--- src/rtl/bid_round_sequencer.sv ---
// Host-side sequencer for the 3-player bid controller command port.
// Programs balances, mask, timer, bid cost and lock key, then runs a number
// of timed bid rounds, reports each round result and unlocks with the key.
// A controller error on any command aborts to FAULT. A cfg_valid seen in FAULT
// is accepted like one in IDLE and starts a new sequence straight away.
module bid_round_sequencer #(
    parameter int unsigned RLEN_W   = 8,
    parameter int unsigned OVER_TMO = 16
) (
    input  logic              clk,
    input  logic              reset_n,
    input  logic              cfg_valid,
    output logic              cfg_ready,
    input  logic [31:0]       cfg_x_init,
    input  logic [31:0]       cfg_y_init,
    input  logic [31:0]       cfg_z_init,
    input  logic [2:0]        cfg_mask,
    input  logic [3:0]        cfg_timer,
    input  logic [31:0]       cfg_bid_cost,
    input  logic [31:0]       cfg_key,
    input  logic [RLEN_W-1:0] cfg_round_len,
    input  logic [3:0]        cfg_rounds,
    output logic [3:0]        c_op,
    output logic [31:0]       c_data,
    output logic              c_start,
    input  logic              ctl_ready,
    input  logic [2:0]        ctl_err,
    input  logic              ctl_round_over,
    input  logic [2:0]        ctl_win,
    input  logic [31:0]       ctl_max_bid,
    output logic              res_valid,
    output logic [2:0]        res_win,
    output logic [31:0]       res_max_bid,
    output logic [3:0]        res_round,
    output logic              done,
    output logic              fault,
    output logic [2:0]        fault_code
);
    localparam int unsigned TMO_W = $clog2(OVER_TMO + 1);

    localparam logic [3:0] StIdle     = 4'd0;
    localparam logic [3:0] StLoad     = 4'd1;
    localparam logic [3:0] StLock     = 4'd2;
    localparam logic [3:0] StArm      = 4'd3;
    localparam logic [3:0] StRun      = 4'd4;
    localparam logic [3:0] StWaitOver = 4'd5;
    localparam logic [3:0] StReport   = 4'd6;
    localparam logic [3:0] StUnlock   = 4'd7;
    localparam logic [3:0] StDone     = 4'd8;
    localparam logic [3:0] StFault    = 4'd9;

    logic [3:0]        state_q, state_d;
    logic [2:0]        step_q, step_d;
    logic [RLEN_W-1:0] cnt_q, cnt_d;
    logic [TMO_W-1:0]  tmo_q, tmo_d;
    logic [3:0]        idx_q, idx_d;
    // Fault code to raise if ctl_err is nonzero this cycle; 0 means no command to check.
    logic [2:0]        chk_q, chk_d;

    logic [31:0]       x_q, y_q, z_q, cost_q, key_q;
    logic [2:0]        mask_q;
    logic [3:0]        timer_q;
    logic [RLEN_W-1:0] len_q;
    logic [3:0]        rounds_q;

    logic [3:0]  c_op_q, c_op_d;
    logic [31:0] c_data_q, c_data_d;
    logic        c_start_q, c_start_d;
    logic        cfg_ready_q, cfg_ready_d;
    logic        res_valid_q, res_valid_d;
    logic [2:0]  res_win_q, res_win_d;
    logic [31:0] res_max_bid_q, res_max_bid_d;
    logic [3:0]  res_round_q, res_round_d;
    logic        done_q, done_d;
    logic        fault_q, fault_d;
    logic [2:0]  fault_code_q, fault_code_d;

    logic              accept;
    logic              err_hit;
    logic [RLEN_W-1:0] len_eff;
    logic [3:0]        rounds_eff;
    logic [2:0]        load_sel;
    logic [31:0]       load_word;

    assign accept     = cfg_valid && (((state_q == StIdle) && cfg_ready_q) || (state_q == StFault));
    assign err_hit    = (chk_q != 3'd0) && (ctl_err != 3'd0);
    assign len_eff    = (len_q == '0) ? RLEN_W'(1) : len_q;
    assign rounds_eff = (rounds_q == 4'd0) ? 4'd1 : rounds_q;
    assign load_sel   = step_q + 3'd1;

    // Operand for the next load command in the fixed LOAD order.
    always_comb begin
        unique case (load_sel)
            3'd1:    load_word = y_q;
            3'd2:    load_word = z_q;
            3'd3:    load_word = {29'b0, mask_q};
            3'd4:    load_word = {28'b0, timer_q};
            default: load_word = cost_q;
        endcase
    end

    // Next state and next (registered) output values.
    always_comb begin
        state_d       = state_q;
        step_d        = step_q;
        cnt_d         = cnt_q;
        tmo_d         = tmo_q;
        idx_d         = idx_q;
        chk_d         = 3'd0;
        c_op_d        = 4'd0;
        c_data_d      = 32'd0;
        c_start_d     = 1'b0;
        res_valid_d   = 1'b0;
        res_win_d     = res_win_q;
        res_max_bid_d = res_max_bid_q;
        res_round_d   = res_round_q;
        done_d        = 1'b0;
        fault_d       = fault_q;
        fault_code_d  = fault_code_q;

        unique case (state_q)
            StIdle, StFault: begin
                if (accept) begin
                    state_d      = StLoad;
                    step_d       = 3'd0;
                    idx_d        = 4'd0;
                    fault_d      = 1'b0;
                    fault_code_d = 3'd0;
                    c_op_d       = 4'd3;
                    c_data_d     = cfg_x_init;
                end
            end
            StLoad: begin
                if (err_hit) begin
                    state_d      = StFault;
                    fault_d      = 1'b1;
                    fault_code_d = chk_q;
                end else begin
                    chk_d = 3'd1;
                    if (step_q == 3'd5) begin
                        state_d  = StLock;
                        c_op_d   = 4'd2;
                        c_data_d = key_q;
                    end else begin
                        step_d   = load_sel;
                        c_op_d   = {1'b0, load_sel} + 4'd3;
                        c_data_d = load_word;
                    end
                end
            end
            StLock: begin
                // The error for the last load op arrives while the lock op is out.
                if (err_hit) begin
                    state_d      = StFault;
                    fault_d      = 1'b1;
                    fault_code_d = chk_q;
                end else begin
                    chk_d   = 3'd2;
                    state_d = StArm;
                end
            end
            StArm: begin
                if (err_hit) begin
                    state_d      = StFault;
                    fault_d      = 1'b1;
                    fault_code_d = chk_q;
                end else if (ctl_ready) begin
                    state_d   = StRun;
                    cnt_d     = RLEN_W'(1);
                    c_start_d = 1'b1;
                end
            end
            StRun: begin
                if (cnt_q == len_eff) begin
                    state_d = StWaitOver;
                    tmo_d   = TMO_W'(1);
                end else begin
                    cnt_d     = cnt_q + RLEN_W'(1);
                    c_start_d = 1'b1;
                end
            end
            StWaitOver: begin
                if (ctl_round_over) begin
                    state_d       = StReport;
                    res_valid_d   = 1'b1;
                    res_win_d     = ctl_win;
                    res_max_bid_d = ctl_max_bid;
                    res_round_d   = idx_q;
                end else if (tmo_q == TMO_W'(OVER_TMO)) begin
                    state_d      = StFault;
                    fault_d      = 1'b1;
                    fault_code_d = 3'd3;
                end else begin
                    tmo_d = tmo_q + TMO_W'(1);
                end
            end
            StReport: begin
                if (({1'b0, idx_q} + 5'd1) < {1'b0, rounds_eff}) begin
                    idx_d   = idx_q + 4'd1;
                    state_d = StArm;
                end else begin
                    state_d  = StUnlock;
                    step_d   = 3'd0;
                    c_op_d   = 4'd1;
                    c_data_d = key_q;
                end
            end
            StUnlock: begin
                // Step 0 has the unlock op on the bus; step 1 checks its error.
                if (step_q == 3'd0) begin
                    chk_d  = 3'd4;
                    step_d = 3'd1;
                end else if (err_hit) begin
                    state_d      = StFault;
                    fault_d      = 1'b1;
                    fault_code_d = chk_q;
                end else begin
                    state_d = StDone;
                    done_d  = 1'b1;
                end
            end
            StDone: begin
                state_d = StIdle;
            end
            default: begin
                state_d = StIdle;
            end
        endcase

        cfg_ready_d = (state_d == StIdle);
    end

    // Sequencer state and registered outputs.
    always_ff @(posedge clk) begin
        if (!reset_n) begin
            state_q       <= StIdle;
            step_q        <= 3'd0;
            cnt_q         <= '0;
            tmo_q         <= '0;
            idx_q         <= 4'd0;
            chk_q         <= 3'd0;
            c_op_q        <= 4'd0;
            c_data_q      <= 32'd0;
            c_start_q     <= 1'b0;
            cfg_ready_q   <= 1'b0;
            res_valid_q   <= 1'b0;
            res_win_q     <= 3'd0;
            res_max_bid_q <= 32'd0;
            res_round_q   <= 4'd0;
            done_q        <= 1'b0;
            fault_q       <= 1'b0;
            fault_code_q  <= 3'd0;
        end else begin
            state_q       <= state_d;
            step_q        <= step_d;
            cnt_q         <= cnt_d;
            tmo_q         <= tmo_d;
            idx_q         <= idx_d;
            chk_q         <= chk_d;
            c_op_q        <= c_op_d;
            c_data_q      <= c_data_d;
            c_start_q     <= c_start_d;
            cfg_ready_q   <= cfg_ready_d;
            res_valid_q   <= res_valid_d;
            res_win_q     <= res_win_d;
            res_max_bid_q <= res_max_bid_d;
            res_round_q   <= res_round_d;
            done_q        <= done_d;
            fault_q       <= fault_d;
            fault_code_q  <= fault_code_d;
        end
    end

    // Configuration captured only on accept.
    always_ff @(posedge clk) begin
        if (!reset_n) begin
            x_q      <= 32'd0;
            y_q      <= 32'd0;
            z_q      <= 32'd0;
            mask_q   <= 3'd0;
            timer_q  <= 4'd0;
            cost_q   <= 32'd0;
            key_q    <= 32'd0;
            len_q    <= '0;
            rounds_q <= 4'd0;
        end else if (accept) begin
            x_q      <= cfg_x_init;
            y_q      <= cfg_y_init;
            z_q      <= cfg_z_init;
            mask_q   <= cfg_mask;
            timer_q  <= cfg_timer;
            cost_q   <= cfg_bid_cost;
            key_q    <= cfg_key;
            len_q    <= cfg_round_len;
            rounds_q <= cfg_rounds;
        end
    end

    assign cfg_ready   = cfg_ready_q;
    assign c_op        = c_op_q;
    assign c_data      = c_data_q;
    assign c_start     = c_start_q;
    assign res_valid   = res_valid_q;
    assign res_win     = res_win_q;
    assign res_max_bid = res_max_bid_q;
    assign res_round   = res_round_q;
    assign done        = done_q;
    assign fault       = fault_q;
    assign fault_code  = fault_code_q;
endmodule

--- config.mk ---
export PLATFORM = sky130hd
export DESIGN_NAME = bid_round_sequencer
export DESIGN_NICKNAME = d
export VERILOG_FILES = /design/src/rtl/bid_round_sequencer.sv
export SDC_FILE = /design/constraint.sdc
export NUM_CORES = 1
export LEC_CHECK = 0
export BUFFER_PORTS_ARGS = -buffer_cell sky130_fd_sc_hd__buf_2
export CAP_MARGIN = 5
export CORE_MARGIN = 5
export CORE_UTILIZATION = 52
export CTS_CLUSTER_DIAMETER = 120
export DETAILED_ROUTE_END_ITERATION = 6
export GPL_TIMING_DRIVEN = 0
export MAX_ROUTING_LAYER = met4
export PLACE_DENSITY = 0.81
export SLEW_MARGIN = 5
export SYNTH_ARGS = -nofsm -noshare
export SYNTH_HDL_FRONTEND = slang
export SYNTH_SLANG_ARGS = --single-unit
--- constraint.sdc ---
create_clock -name clk -period 3 [get_ports clk]
set_input_delay 0.3 -clock clk [delete_from_list [all_inputs] [get_ports clk]]
set_output_delay 0.3 -clock clk [all_outputs]
set_load 0.1 [all_outputs]
======== Word level (Yosys, flattened, before mapping) ========
Cells that the tools add are included.
operators by class
  add/subtract/negate cells ............... 6
  multiply operators ...................... 0
  div/mod/pow operators ................... 0
  order comparisons ....................... 1
  eq/ne operators ......................... 29
  shift-type cells ........................ 0
  mux-type cells .......................... 64
  bitwise logic cells ..................... 2
  reduce and logical (&&, ||, !) cells .... 26
operator list
  operator                                       count
  two-way mux 32 bit                             4
  one-hot mux 32 bit (4 select lines)            1
  one-hot mux 32 bit (3 select lines)            1
  two-way mux 4 bit                              15
  two-way mux 3 bit                              11
  two-way mux 8 bit                              4
  one-hot mux 4 bit (8 select lines)             1
  != test 2 bit, second input constant           14
  one-hot mux 3 bit (4 select lines)             2
  == test 4 x 3 -> 1 bit, second input constant  4
  one-hot mux 8 bit (2 select lines)             1
  two-way mux 5 bit                              3
  two-way mux 1 bit                              13
  logical NOT 4 bit                              3
  one-hot mux 4 bit (3 select lines)             1
  one-hot mux 5 bit (2 select lines)             1
  one-hot mux 3 bit (3 select lines)             1
  adder 8 x 1 -> 8 bit, second input constant    1
  == test 4 x 2 -> 1 bit, second input constant  2
  == test 8 bit                                  1
  logical NOT 8 bit                              1
  one-hot mux 4 bit (2 select lines)             1
  AND reduction 4 bit                            2
  nonzero test 4 bit                             2
  27 further kinds                               38
storage, ports and cells
  register bits after elaboration ......... 257
  latch bits .............................. 0
  memory bits (writable) .................. 0
  memory bits (read-only) ................. 0
  output and inout bits ................... 83
  logic and storage cells ................. 153
  memories ................................ 0

======== Longest topological paths before layout ========
Gate-level depths: netlist (run 1).
  word-level depth ........................ 7
  depth in mapped cells ................... 9
  depth with buffers taken out ............ 9

======== Worst setup path before layout (run 1) ========
No wires, ideal clock.
  path type ............................... register to register
  from .................................... register idx_q[0]
  to ...................................... register c_data_q[17] (netlist: c_data[17])
  setup time .............................. 0.122 ns
  data arrival time ....................... 2.178 ns
  required time ........................... 2.878 ns
  path slack .............................. 0.701 ns
  stages on the path, launching flop included .. 10
  buffers on the path ..................... 1
  cell sequence ........................... dfxtp_1 ha_1 xor2_1 ha_1 a21o_1 a21oi_1 a21bo_2 nor2_2 buf_2 a221o_1
on the way
  longest elaborated chain between the ends .. 4
ends and longest elaborated chain
  element                              RTL line  text
  start, declared                      56        logic [3:0] idx_q, idx_d;
  start signal, assigned               258       idx_q <= idx_d;
  adder 4 x 1 -> 5 bit                 198       if (({1'b0, idx_q} + 5'd1) < {1'b0, rounds_eff}) begin
  < comparator 5 x 4 -> 1 bit          198
  two-way mux 32 bit                   198
  one-hot mux 32 bit (3 select lines)  121       unique case (state_q)
  end signal, assigned                 261       c_data_q <= c_data_d;
  end, declared                        67        logic [31:0] c_data_q, c_data_d;
No other way between the ends.
A chain may end at the register's enable or synchronous reset.

======== Worst setup path in the final report (run 1) ========
Same ends and word-level chain as after synthesis.

==> reports/results.ini, run 1 <==
[placed_design]
pre_cts_ws_ps = 275.1
place_congestion = 0.9708
io_buffers = 303
dpl.hpwl_um = 27620

[cts]
cts_buffers = 27
clockBufferDepth = 3
cts-root-buf = clkbuf_16
post_cts_buffers = 0
htreeDepth = 1
cts.sinks = 257
tritoncts = yes
clk_pin_slew_ps = 60
clk_latency_ps = 550

[synthesis]
ys_seq_area_frac = 0.4767
netlist.area_leader.share = 0.4767
synth_edf_count = 0
synth.net_count = 1549
synth.most_common_cell = nand2_1
syn_area_per_cell_um2 = 8.226
synth_common_cells = nand2_1 (402), dfxtp_1 (257), a21oi_1 (211), clkbuf_1 (52), buf_2 (31)
synthArstFlopShare = 0
netlist_instances = 1312
synth_area_mm2 = 0.01079
ys_ff_latch = 257
yosysWarnings = 0
synth-main-ff-cell = dfxtp_1
synth_cell_type_count = 75
synth.largest_area_cell = dfxtp_1
synth_area_leaders = dfxtp_1 (48%), nand2_1 (14%), a21oi_1 (9.8%)

[route]
wl_per_cell_um = 19.30
vias = 11640
drc_errors = 0
vias_per_cell = 5.727
first_pass_iters = 7
drt_iter0_markers = 1042
antenna_left = 0
drt-total-wl_um = 39250

[sta]
whs_ps = -0.8531
fin_ws_ps = 193.9
tightestPinTransition_ps = 892.6
max_freq_mhz = 356.4
hold_violations = 1
final_max_slew_viol_count = 0
setup_viol = 0
clock_skew_ps = 18.30
grt_setup_unrepaired = no
min_period_ps = 2806
post-route-period-util = 0.9354
fin_setup_tns_ps = 0
max_slew_margin = 0.4049

[global_route]
grt_overflow = 0
grt_pass1_vias = 11500
grt_pass1_wl_um = 60230
grt_usage = 0.3227
antenna_found_initial = 3
grt_max_degree = 15

[layout]
final_nets = 1977
fin_util = 0.7101
multi_input_area_mm2 = 0.005140
syn_to_final_growth_pct = 33.99
drive_gt1_frac = 0.2291
ff_latch_area_mm2 = 0.005145
n_fill_cell = 1535

[die]
core_mm2 = 0.02036
die_y_um = 154.1
dieArea_mm2 = 0.02374
initial_core_util = 0.5300
pin_count = 305
fp.dieW_um = 154.1
placementRows = 52

[outcome]
violations = hold timing
status = finished, violations left

[setup_path]
end_kind = flop
cp.arrival_ps = 3230
crit_required_ps = 3420
critPathMaxFanout = 10
critPathKind = flop to flop
start_kind = flop

[power]
power_density_mw_per_mm2 = 666.7
peakVddDrop_uv = 441.6
p_leak_nw = 5.791
power_mw = 9.641

[flow_run]
maxCapViolCount = 0

[worst_hold_path]
min_path_type = primary input to flop

-- path summary, 6_finish.rpt --
check	slack [ps]	depth (start not counted)	endpoint	startpoint
max	190	9	c_data[17]	idx_q[0]
min	-0.9	3	y_q[26]	cfg_y_init[26]
max reg2reg	190	9	c_data[17]	idx_q[0]
min reg2reg	450	2	res_max_bid[28]	res_max_bid[28]
-- sequential cells by signal (all words and copies together), names as in the netlist, 4 cells and up --
register and cells:
rounds_q 4, idx_q 4, y_q 32, c_op 4, tmo_q 5, c_data 32, state_q 4, timer_q 4
len_q 8, cost_q 32, z_q 32, res_round 4, key_q 32, res_max_bid 32, cnt_q 8
-- layout by cell type, fill, tap and decap left out, types with 14 or more instances in the layout --
cell type,instances
buf_2,334
dfxtp_1,257
a22o_1,14
a211oi_1,18
a221o_1,17
clkbuf_1,61
o21ai_0,25
dlygate4sd3_1,96
a21oi_1,211
a221oi_1,16
inv_1,16
a22oi_1,25
nand2_1,402
nand3_1,24
ha_1,15
clkbuf_16,27
nor2_1,18
mux2i_1,25
-- worst max-delay path, stage by stage, from the launching register on --
cell     delay (ps)
dfxtp_1         480
ha_1            240
xor2_1          210
ha_1            270
a21o_1          160
a21oi_1         280
a21bo_2         270
nor2_2          130
buf_2           250
a221o_1         400
-- per-stage QoR --
step                cells  area, µm²  hold slack [ps]
floorplan            1312      10790            432.2
CTS                  2029      14450           0.1765
finish               2033      14460          -0.8531
detailed placement   1885      12650            443.0
global placement     1885      12650            439.1
global route         2032      14460            5.496
-- what timing repair did --
action,4_1_cts,5_1_grt
gates resized for setup,0,0
endpoints found under the hold margin,96,0
hold buffers,96,0
-- report_power, final --
group	total, mW	switching, mW	internal [mW]
sequential	3.94	0.207	3.74
clock	3.20	1.38	1.82
combinational	2.50	1.73	0.775
-- cell type report --
cell class                 count  share of cell area
timing repair buffer         399              0.1713
clock inverter                 6            0.003547
antenna                        4           0.0006922
sequential                   257              0.3558
clock buffer                  42             0.05477
multi-input combinational    942              0.3554
buffer                        96             0.03071
tap                          270             0.02336
inverter                      17            0.004413
-- cells by family after synthesis --
| logic type | count (synthesis) | synth area share |
|---|---|---|
| simple gates | 507 | 0.1989 |
| mux | 25 | 0.02319 |
| xor+xnor | 11 | 0.008927 |
| buf+inv | 113 | 0.04707 |
| compound gates | 384 | 0.2278 |
| flops | 257 | 0.4767 |
| fa+ha+maj | 15 | 0.01739 |
-- metal layers --
layer,GRT usage,share of wire
met1,0.3937,0.39
met2,0.5295,0.48
met3,0.04609,0.083
met4,0.1493,0.050
met5,-,0
Note: power is estimated with default switching activity, not from simulation.
==> inputs of run 2 (changes only) <==
--- a/config.mk
+++ b/config.mk
@@ -7,8 +7,10 @@
 export LEC_CHECK = 0
 export BUFFER_PORTS_ARGS = -buffer_cell sky130_fd_sc_hd__buf_2
 export CAP_MARGIN = 5
+export CELL_PAD_IN_SITES_DETAIL_PLACEMENT = 2
+export CELL_PAD_IN_SITES_GLOBAL_PLACEMENT = 2
 export CORE_MARGIN = 5
-export CORE_UTILIZATION = 52
+export CORE_UTILIZATION = 30
 export CTS_CLUSTER_DIAMETER = 120
 export DETAILED_ROUTE_END_ITERATION = 6
 export GPL_TIMING_DRIVEN = 0
==> run 2 against run 1 <==
Effect of this change:
- the flow still finishes with violations (hold timing)
- sequential share of layout area shrank 2.8 points
- cell area grew 8.6%
- global-route usage shrank 3.7 points
- clock-buffer cell count shrank 1
- fmax shrank 4.8%
- die area grew 68%
- wire length grew 49%
- total power grew 14%
- sequential cell count is the same
==> reports/results.ini, run 2 (synthesized netlist as in run 1, its figures left out) <==
[die]
dieArea_mm2 = 0.03987  ; was 0.02374 mm²
initial_core_util = 0.3034  ; was 0.5300
core_mm2 = 0.03557  ; was 0.02036 mm²
die_y_um = 199.7  ; was 154.1 µm
placementRows = 69  ; was 52
pin_count = 305  ; unchanged
fp.dieW_um = 199.7  ; was 154.1 µm

[cts]
cts_buffers = 30  ; was 27
clk_pin_slew_ps = 60  ; about the same
clk_latency_ps = 590  ; was 550 ps
htreeDepth = 1  ; unchanged
cts-root-buf = clkbuf_16  ; unchanged
post_cts_buffers = 0  ; unchanged
tritoncts = yes  ; unchanged
cts.sinks = 257  ; unchanged
clockBufferDepth = 3  ; unchanged

[layout]
layout_common_cells = nand2_1 (402), buf_2 (334), dfxtp_1 (257)  ; unchanged
final_nets = 2052  ; was 1977
ff_latch_area_mm2 = 0.005145  ; unchanged
final_common_cell = nand2_1  ; unchanged
multi_input_area_mm2 = 0.005152  ; was 0.005140 mm²
fin_cells = 2305  ; was 2033
drive_gt1_frac = 0.2269  ; was 0.2291
syn_to_final_growth_pct = 45.50  ; was 33.99%
n_fill_cell = 3940  ; was 1535

[route]
drc_errors = 0  ; unchanged
wl_per_cell_um = 25.41  ; was 19.30 µm
vias = 12350  ; was 11640
drt_iter0_markers = 730  ; was 1042
drt-total-wl_um = 58570  ; was 39250 µm
first_pass_iters = 6  ; was 7
antenna_left = 0  ; unchanged
vias_per_cell = 5.356  ; was 5.727

[sta]
final_max_slew_viol_count = 0  ; unchanged
clock_skew_ps = 43.40  ; was 18.30 ps
whs_ps = -14.55  ; was -0.8531 ps
tightestPinTransition_ps = 908.5  ; was 892.6 ps
max_slew_margin = 0.3943  ; was 0.4049
setup_viol = 0  ; unchanged
hold_violations = 1  ; unchanged
fin_ws_ps = 53.70  ; was 193.9 ps
min_period_ps = 2946  ; was 2806 ps
max_freq_mhz = 339.4  ; was 356.4 MHz
post-route-period-util = 0.9821  ; was 0.9354

[setup_path]
start_kind = flop  ; unchanged
cp.arrival_ps = 3400  ; was 3230 ps
regToRegStartpoint = idx_q[0]  ; unchanged
rr_endpoint = c_data[13]  ; was c_data[17]
critPathKind = flop to flop  ; unchanged
crit_required_ps = 3460  ; was 3420 ps
r2r_cells = 9  ; unchanged
critPathMaxFanout = 10  ; unchanged
end_kind = flop  ; unchanged
r2r_slack_ps = 50  ; was 190 ps

[global_route]
grt_usage = 0.2853  ; was 0.3227
grt_pass1_vias = 14010  ; was 11500
grt_overflow = 0  ; unchanged
antenna_found_initial = 6  ; was 3
grt_max_degree = 16  ; was 15
grt_pass1_wl_um = 84810  ; was 60230 µm

[placed_design]
dpl.hpwl_um = 36890  ; was 27620 µm
dp.cells = 2076  ; was 1885
io_buffers = 303  ; unchanged
place_congestion = 0.9109  ; was 0.9708
pre_cts_ws_ps = 115.7  ; was 275.1 ps

[power]
p_leak_nw = 6.233  ; was 5.791 nW
peakVddDrop_uv = 467.6  ; was 441.6 µV
power_density_mw_per_mm2 = 697.1  ; was 666.7 mW/mm²
power_mw = 10.95  ; was 9.641 mW

[outcome]
violations = hold timing  ; unchanged
status = finished, violations left  ; unchanged

[worst_hold_path]
hold_depth = 3  ; unchanged
hold_path_end = key_q[13]  ; was y_q[26]
min_from = cfg_key[13]  ; was cfg_y_init[26]
min_path_type = primary input to flop  ; unchanged

[flow_run]
maxCapViolCount = 0  ; unchanged

-- run 2: changes by cell type in the layout (fill, tap and decap cells not counted), moves of 2 or more --
cell	previous run	this run
clkinv_2	3	6
dlygate4sd3_1	96	168
bufinv_16	0	6
clkbuf_1	61	54
clkbuf_8	6	8
clkbuf_16	27	30
diode_2	4	6
-- run 2: worst max-delay path by stage --
stage,start,end,slack (ps),depth (start not counted)
5_1_grt,idx_q[0],c_data[13],-20,9
3_5_place_dp,idx_q[0],c_data[13],120,9
2_1_floorplan,idx_q[0],c_data[17],700,9
3_3_place_gp,idx_q[0],c_data[13],190,9
4_1_cts,idx_q[0],c_data[13],100,9
6_report,idx_q[0],c_data[13],50,9
-- run 2: area by class of cell --
class | count | share of cell area
Antenna cell | 6 | 0.0009561
Buffer | 96 | 0.02836
Clock buffer | 41 | 0.05553
Clock inverter | 14 | 0.01498
Inverter | 17 | 0.004063
Multi-Input combinational cell | 942 | 0.3281
Sequential cell | 257 | 0.3276
Tap cell | 461 | 0.03673
Timing Repair Buffer | 471 | 0.2036
-- run 2: timing repair --
item,CTS,global route
resized for setup,0,4
endpoints found under the setup margin,0,10
hold buffers,167,1
hold endpoints to repair,167,1
-- run 2: critical path, stage by stage (launching register included) --
cell and delay [ps]:
dfxtp_1 480, ha_1 250, xor2_1 240, ha_1 290, a21o_1 160, a21oi_1 300
a21bo_2 310, nor2_4 110, buf_2 280, a221o_1 420
-- run 2: power breakdown --
group | internal [mW] | switching [mW] | leakage (nW)
Clock | 2.54 | 1.61 | 0.550
Combinational | 0.838 | 1.96 | 3.60
Sequential | 3.74 | 0.257 | 2.08
-- run 2: metal layers --
layer  share of wire  wire, µm  GRT usage  up-vias
li1                -         -          -     5588
met1            0.39     22990     0.3175     6172
met2            0.52     30520     0.5226      459
met3           0.048      2815    0.03338      127
met4           0.038      2242     0.1067        0
met5               0         0          -        -
-- run 2: per-stage QoR --
step / setup TNS (ps) / cell area, µm² / utilization
2_1_floorplan: 0 / 10790 / -
3_3_place_gp: 0 / 12890 / 0.3623
3_5_place_dp: 0 / 12890 / 0.3623
4_1_cts: 0 / 15670 / 0.4404
5_1_grt: -17.42 / 15700 / 0.4415
6_report: 0 / 15700 / 0.4415
==> inputs of run 3 (changes only) <==
--- a/config.mk
+++ b/config.mk
@@ -9,7 +9,7 @@
 export CAP_MARGIN = 5
 export CELL_PAD_IN_SITES_DETAIL_PLACEMENT = 2
 export CELL_PAD_IN_SITES_GLOBAL_PLACEMENT = 2
-export CORE_MARGIN = 5
+export CORE_MARGIN = 1
 export CORE_UTILIZATION = 30
 export CTS_CLUSTER_DIAMETER = 120
 export DETAILED_ROUTE_END_ITERATION = 6
==> run 3 against run 2 <==
Effect of this change:
- sequential cell count unchanged
- total power decreased by 3.4%
- the flow now finishes without violations
- utilization increased by 0.41 points
- combinational power about the same
- highest routed layer unchanged
- largest cell class is now registers
- largest power group is now registers
- non-clock buffer count increased by 24
- sequential power about the same
- setup slack improved by 40 ps
- first-iteration DRC count decreased by 21%
- hold slack improved by 33 ps
- critical endpoint is now c_data[24]
==> reports/results.ini, run 3 (synthesized netlist as in run 1, its figures left out) <==
[sta]
min_period_ps = 2906  ; was 2946 ps
max_freq_mhz = 344.1  ; was 339.4 MHz
grt_setup_unrepaired = no
post-route-period-util = 0.9688  ; was 0.9821
final_max_slew_viol_count = 0  ; unchanged
fin_setup_tns_ps = 0  ; unchanged
setup_viol = 0  ; unchanged
tightestPinTransition_ps = 944.7  ; was 908.5 ps
max_slew_margin = 0.3702  ; was 0.3943
hold_violations = 0  ; was 1
clock_skew_ps = 30.18  ; was 43.40 ps

[placed_design]
dpl.hpwl_um = 34860  ; was 36890 µm
place_area_mm2 = 0.01289  ; unchanged
place_congestion = 0.8722  ; was 0.9109
io_buffers = 303  ; unchanged

[power]
peakVddDrop_uv = 539.7  ; was 467.6 µV
p_leak_nw = 6.255  ; was 6.233 nW
power_density_mw_per_mm2 = 668.9  ; was 697.1 mW/mm²

[global_route]
grt_usage = 0.3191  ; was 0.2853
top_usage_layer = met2  ; unchanged
grt_overflow = 0  ; unchanged
grt_pass1_wl_um = 85220  ; was 84810 µm
use_met2 = 0.5537  ; was 0.5226
antenna_found_initial = 8  ; was 6
grt_max_degree = 17  ; was 16
grt_util_met3 = 0.04787  ; was 0.03338
use_met1 = 0.3457  ; was 0.3175
grt_pass1_vias = 14060  ; was 14010

[route]
vias_per_cell = 5.352  ; was 5.356
antenna_left = 0  ; unchanged
wl_per_cell_um = 24.99  ; was 25.41 µm
drt_iter0_markers = 578  ; was 730
vias = 12460  ; was 12350
drc_errors = 0  ; unchanged
drt-total-wl_um = 58180  ; was 58570 µm
first_pass_iters = 7  ; was 6

[layout]
layout_common_cells = nand2_1 (402), buf_2 (333), dfxtp_1 (257)  ; was nand2_1 (402), buf_2 (334), dfxtp_1 (257)
drive_gt1_frac = 0.2207  ; was 0.2269
final_common_cell = nand2_1  ; unchanged
final_nets = 2077  ; was 2052
finish.instance_area_mm2 = 0.01581  ; was 0.01570 mm²
syn_to_final_growth_pct = 46.50  ; was 45.50%

[setup_path]
max_stage_delay_ps = 470  ; was 480 ps
path_cells = nand3_1 -> xnor2_1 -> ha_1 -> nand3_1 -> a211o_1 -> a21bo_2 -> nor2_2 -> clkbuf_4 -> a221o_1  ; was ha_1 -> xor2_1 -> ha_1 -> a21o_1 -> a21oi_1 -> a21bo_2 -> nor2_4 -> buf_2 -> a221o_1
end_kind = flop  ; unchanged
crit_slowest_cell = dfxtp_1  ; unchanged
critPathKind = flop to flop  ; unchanged
critPathMaxFanout = 10  ; unchanged
crit_required_ps = 3510  ; was 3460 ps
cp.arrival_ps = 3420  ; was 3400 ps
crit_family = compound AO/OA/AOI/OAI gates  ; unchanged
cp_common_cell = nand3_1  ; was ha_1
cp_num_buf_inv = 1  ; unchanged
start_kind = flop  ; unchanged

[die]
die_y_um = 191.7  ; was 199.7 µm
dieArea_mm2 = 0.03674  ; was 0.03987 mm²
pin_count = 305  ; unchanged
core_mm2 = 0.03548  ; was 0.03557 mm²
initial_core_util = 0.3042  ; was 0.3034
placementRows = 69  ; unchanged
fp.dieW_um = 191.7  ; was 199.7 µm

[cts]
clockBufferDepth = 3  ; unchanged
cts-root-buf = clkbuf_16  ; unchanged
clk_latency_ps = 600  ; was 590 ps
cts.sinks = 257  ; unchanged
clk_pin_slew_ps = 60  ; about the same
htreeDepth = 1  ; unchanged
tritoncts = yes  ; unchanged
cts_buffers = 31  ; was 30

[outcome]
status = finished clean  ; was finished, violations left

[worst_hold_path]
min_path_type = primary input to flop  ; unchanged

[flow_run]
maxCapViolCount = 0  ; unchanged

==> run 3: cell count changes in the layout (fill, tap and decap cells not counted), sizes merged <==
cell         before  now
clkbuf           93   99
diode             6    9
clkinvlp          0    2
dlygate4sd3     168  192
buf             347  346
clkinv            8    1
bufinv            6    1
inv              17   18
==> run 3: cell type report <==
type	count	area, µm²
diodes	9	22.52
plain buffers	96	449.2
clock buffers	46	902.1
clock inverters	5	70.07
fillers	3928	19670
inverters	17	63.81
multi-input cells	942	5144
flip-flops and latches	257	5145
well taps	461	576.8
repair buffers	495	3438
==> run 3: routing by layer <==
| metal | vias to the layer above | share of wire |
|---|---|---|
| met5 | - | 0 |
| met4 | 0 | 0.058 |
| met3 | 188 | 0.047 |
| met2 | 483 | 0.51 |
| met1 | 6154 | 0.39 |
| li1 | 5634 | - |
==> run 3: worst register-to-register path, delay by kind of cell (launching register included) <==
kind            cells  cell delay [ps]
simple gates        3              640
fa+ha+maj           1              350
xor+xnor            1              180
compound gates      3              840
buf+inv             1              380
flops               1              470
==> run 3: stage by stage <==
step | instances | setup WS (ps) | power [mW] | hold slack (ps) | utilization
2_1_floorplan | 1312 | 700.7 | 5.593 | 432.2 | -
3_3_place_gp | 2076 | 188.4 | 6.416 | 439.5 | 0.3632
3_5_place_dp | 2076 | 158.3 | 6.492 | 448.4 | 0.3632
4_1_cts | 2319 | 110.1 | 10.37 | 3.368 | 0.4447
5_1_grt | 2326 | 9.331 | 10.91 | 22.34 | 0.4455
6_report | 2328 | 93.61 | 10.58 | 18.29 | 0.4456
==> run 3: power breakdown <==
part	leakage (nW)	internal [mW]	switching [mW]
clock network	0.470	2.15	1.61
logic	3.70	0.859	1.97
registers	2.08	3.74	0.251
==> run 3: path summary, 6_finish.rpt <==
path | startpoint | end | slack [ps] | depth (start not counted)
worst max-delay path | idx_q[0] | c_data[24] | 90 | 9
worst min-delay path | cfg_y_init[8] | y_q[8] | 20 | 3
worst max register to register | idx_q[0] | c_data[24] | 90 | 9
worst min register to register | res_round[3] | res_round[3] | 450 | 2
==> run 3: repair_timing <==
item,in CTS,in global routing
resized for setup,0,6
buffers inserted,0,0
endpoints found under the setup margin,0,26
hold buffers,192,0
hold endpoints to repair,192,0
